File: config.mk
export PLATFORM = sky130hd
export DESIGN_NAME = comb_cut_sweeper
export DESIGN_NICKNAME = d
export VERILOG_FILES = /design/src/rtl/comb_cut_sweeper.sv
export SDC_FILE = /design/constraint.sdc
export NUM_CORES = 1
export LEC_CHECK = 0
export BUFFER_PORTS_ARGS = -buffer_cell sky130_fd_sc_hd__buf_2
export CORE_MARGIN = 2
export CORE_UTILIZATION = 47
export CTS_BUF_LIST = sky130_fd_sc_hd__clkbuf_8
export DETAILED_ROUTE_END_ITERATION = 8
export PLACE_DENSITY = 0.74
export SLEW_MARGIN = 20
export SYNTH_ARGS = -nofsm -noshare
export SYNTH_HDL_FRONTEND = slang
export SYNTH_SLANG_ARGS = --single-unit
File: constraint.sdc
create_clock -name clk -period 1.7 [get_ports clk]
set_input_delay 0.34 -clock clk [delete_from_list [all_inputs] [get_ports clk]]
set_output_delay 0.34 -clock clk [all_outputs]
set_load 0.1 [all_outputs]
File: src/rtl/comb_cut_sweeper.sv
// comb_cut_sweeper: exhaustive input sweeper for a combinational CUT.
// Applies vectors 0 .. 2^NUM_IN-1 in order, waits SETTLE_CYC cycles per
// vector, then folds the CUT outputs into a NUM_OUT-bit MISR signature.
module comb_cut_sweeper #(
   parameter int unsigned             NUM_IN     = 3,
   parameter int unsigned             NUM_OUT    = 15,
   parameter int unsigned             SETTLE_CYC = 2,
   parameter logic [NUM_OUT-1:0]      MISR_POLY  = NUM_OUT'(15'h6000),
   parameter logic [NUM_OUT-1:0]      MISR_SEED  = '0
) (
   input  logic               clk,
   input  logic               rst_n,
   input  logic               start,
   input  logic               abort,
   output logic [NUM_IN-1:0]  cut_x,
   input  logic [NUM_OUT-1:0] cut_f,
   output logic               busy,
   output logic               done,
   output logic [NUM_OUT-1:0] signature,
   output logic [NUM_IN-1:0]  vec_idx
);

   localparam int unsigned CNT_W = (SETTLE_CYC > 1) ? $clog2(SETTLE_CYC) : 1;
   localparam logic [CNT_W-1:0] CNT_INIT = CNT_W'(SETTLE_CYC - 1);

   typedef enum logic [1:0] {
      IDLE    = 2'd0,
      SETTLE  = 2'd1,
      CAPTURE = 2'd2,
      DONE    = 2'd3
   } state_t;

   state_t             state;
   state_t             state_nxt;
   logic [CNT_W-1:0]   cnt;
   logic [NUM_OUT-1:0] misr_nxt;

   assign vec_idx = cut_x;

   // State register
   always_ff @(posedge clk or negedge rst_n) begin
      if (!rst_n) begin
         state <= IDLE;
      end else begin
         state <= state_nxt;
      end
   end

   // Next-state logic; abort overrides every transition while sweeping
   always_comb begin
      state_nxt = state;
      case (state)
         IDLE: begin
            if (start) state_nxt = SETTLE;
         end
         SETTLE: begin
            if (abort)          state_nxt = IDLE;
            else if (cnt == '0) state_nxt = CAPTURE;
         end
         CAPTURE: begin
            if (abort)           state_nxt = IDLE;
            else if (cut_x == '1) state_nxt = DONE;
            else                 state_nxt = SETTLE;
         end
         DONE: begin
            state_nxt = IDLE;
         end
         default: state_nxt = IDLE;
      endcase
   end

   // Outputs decoded from state: busy covers the sweep proper, done is the DONE cycle
   always_comb begin
      busy = 1'b0;
      done = 1'b0;
      case (state)
         SETTLE, CAPTURE: busy = 1'b1;
         DONE:            done = 1'b1;
         default: ;
      endcase
   end

   // MISR step: shift left, fold the outgoing msb through the tap mask, xor in the CUT outputs
   always_comb begin
      misr_nxt = {signature[NUM_OUT-2:0], 1'b0}
               ^ (signature[NUM_OUT-1] ? MISR_POLY : '0)
               ^ cut_f;
   end

   // Datapath: vector register, settle counter and signature
   always_ff @(posedge clk or negedge rst_n) begin
      if (!rst_n) begin
         cut_x     <= '0;
         cnt       <= '0;
         signature <= '0;
      end else begin
         case (state)
            IDLE: begin
               if (start) begin
                  cut_x     <= '0;
                  cnt       <= CNT_INIT;
                  signature <= MISR_SEED;
               end
            end
            SETTLE: begin
               if (abort) begin
                  cut_x <= '0;
               end else if (cnt != '0) begin
                  cnt <= cnt - CNT_W'(1);
               end
            end
            CAPTURE: begin
               // an abort here leaves the partial signature untouched
               if (abort) begin
                  cut_x <= '0;
               end else begin
                  signature <= misr_nxt;
                  if (cut_x != '1) begin
                     cut_x <= cut_x + NUM_IN'(1);
                     cnt   <= CNT_INIT;
                  end
               end
            end
            default: ;
         endcase
      end
   end

endmodule

==> summary.txt <==
arrival time at the worst endpoint = 1800 ps
Core Rows = 19
largest net degree at the start of global routing = 22
final hold viol count = 0
PD cells = 1920 mW/mm^2
diode count = 0
PortBufs = 41
Finished Core Util = 62.65%
Setup Crit Path Kind = register to register
outcome = finished clean
Leak Pwr = 0.8967 nW
Final ANT Viol Nets = 0
grt total ovfl = 0
Worst Skew = 1.920 ps
Die Area = 0.003202 sq mm
nets@finish = 199
Post-Syn Area = 0.001300 sq mm
post-synthesis async set-or-reset flop share = 100.0%
Vias/cell = 4.970
share of the synthesized area in the top cell type = 40.42%
Vias = 1004
Placer Congestion = 0.8104
Die W = 56.59 um
design area = 0.001683 sq mm
fin crit share = 94.67%
Post-synth EDFFs = 0
WL/cell = 12.64 um
Slew @ Worst Pin = 486.0 ps
Die Span Y = 56.59 um
main flop type after synthesis = dfrtp_1
DRT Pass-1 Iters = 3
total track usage = 17.36%
placement-stage cell area = 0.001612 sq mm
FF+latch count, synth = 21
fmax = 621.3 MHz
area delta synth->final = 29.45%
non-filler cells, final = 202
layout cell share with drive strength beyond 1 = 39.77%
Longest Clk Path Bufs = 2
Area contributors post-synth = dfrtp_1 (40%), mux2i_1 (11%), xor2_1 (8.8%), ha_1 (7.7%), inv_1 (5.2%)
Slew Viols, Final = 0
core region area = 0.002686 sq mm
number of clock sinks = 21
worst skew pair latency = 260 ps
clock period minus worst slack = 1609 ps
DR DRC count = 0
most common cell in the synthesized netlist = dfrtp_1
Post-CTS Hold Buffers = 0
yosys warns = 0
DP Wirelength = 1912 um
CP Capture Type = register
vias in the first global route = 997
Avg Cell Area, Syn = 10.32 sq um
total CTS buffers = 3
Min-Delay Path Class = input pin to async pin
Seq/Total Area, Yosys = 40.42%
FF-to-FF path depth = 5
synth unique cells = 35
first-pass GRT wire length = 4347 um
Clk pin slew, worst setup/hold paths = 80 ps
synthesized instance count = 126
CP Data Required Time = 1890 ps
Worst Path Max Fanout = 4
crit start category = register
Post-Place Cells = 197
Root Buffer Master = clkbuf_8
antenna violations before repair = 0
htree depth = 1
Max VDD drop = 0.001797 V
Detailed Route Iter0 Violations = 30
Syn Nets = 153
routed wire length = 2554 um
slew margin rel. = 67.82%
post-synth top area cell = dfrtp_1
Initial Utilization = 48.39%
CTS tree = built
io pins = 42
# setup viols final = 0
max cap viols = 0
Commonest cells post-synth = dfrtp_1 (21), inv_1 (18), mux2i_1 (14), nand2_1 (14), xor2_1 (13)
==> timing repair <==
action / CTS / global route
gates resized for setup: 1 / 5
setup buffers: 0 / 1
endpoints found under the hold margin: 0 / 0
setup endpoints to repair: 14 / 17
pin swaps: 0 / 1
==> critical path, cell delays in order (launching register included) <==
cell	delay [ps]
dfrtp_4	510
ha_4	160
ha_2	170
and2_1	170
a2111oi_1	330
a2bb2oi_1	190
==> sequential cells by signal (all words and copies together), names as in the netlist <==
signal,flops
cnt,1
signature,15
state,2
cut_x,3
==> cell usage in the layout (no fill, tap or decap), types with 2 or more instances in the layout <==
| master | count |
|---|---|
| mux2i_1 | 14 |
| nand2_1 | 14 |
| buf_12 | 3 |
| xnor2_1 | 2 |
| xor2_1 | 13 |
| buf_4 | 8 |
| ha_1 | 4 |
| clkbuf_8 | 3 |
| a22o_1 | 2 |
| dfrtp_1 | 18 |
| buf_2 | 39 |
| dfrtp_4 | 2 |
| o311ai_0 | 2 |
| ha_2 | 3 |
| inv_1 | 18 |
==> per-layer routing <==
metal / vias up / wire (um) / share of wire, % / track usage [%]
met5: - / 0 / 0 / 0
li1: 498 / - / - / -
met3: 5 / 154 / 6.0 / 3.226
met4: 0 / 40 / 1.6 / 6.122
met1: 473 / 1108 / 43 / 22.78
met2: 28 / 1250 / 49 / 28.57
==> final cells by class <==
type	instances	area, sq um
Fill cell	232	1003
Multi-Input combinational cell	78	680.7
Sequential cell	21	534.3
Timing Repair Buffer	50	315.3
Inverter	18	67.56
Clock buffer	3	41.29
Tap cell	31	38.79
Clock inverter	1	5.005
==> per-stage QoR <==
stage	hold WS, ps	total power, W	TNS (ps)	setup slack (ps)
after floorplan	44.41	0.002480	-2.131	-0.2144
after global placement	316.7	0.002843	0	0.3018
after detailed placement	320.0	0.002877	-990.7	-99.71
after CTS	30.95	0.003220	0	43.76
after global routing	56.79	0.003398	-8.751	-8.751
final	18.69	0.003231	0	90.55
==> cell families (layout without fill, tap and decap cells) <==
| family | Yosys count | in the layout | synth area share, % |
|---|---|---|---|
| compound gates | 14 | 14 | 8.278 |
| xor+xnor | 15 | 15 | 10.11 |
| fa+ha+maj | 8 | 8 | 7.700 |
| buf+inv | 27 | 72 | 11.16 |
| flops | 21 | 21 | 40.42 |
| mux | 16 | 16 | 12.51 |
| simple gates | 25 | 25 | 9.818 |
==> power by group <==
group	switching, W	leakage, nW	internal (W)
clock	0.000168	0.0255	0.000164
sequential	0.000115	0.280	0.000635
combinational	0.00150	0.591	0.000652
total	0.00178	0.897	0.00145
==> worst paths after layout <==
check | from | end | slack (ps)
max | cut_x[0] | cnt | 90
min | rst_n | signature[3] | 20
max reg2reg | cut_x[0] | cnt | 90
min reg2reg | cut_x[2] | cut_x[2] | 550
max in group asynchronous | rst_n | cut_x[0] | 1320
min in group clk | cut_f[0] | signature[0] | 310
No activity file was read; power rests on OpenSTA's default activity.
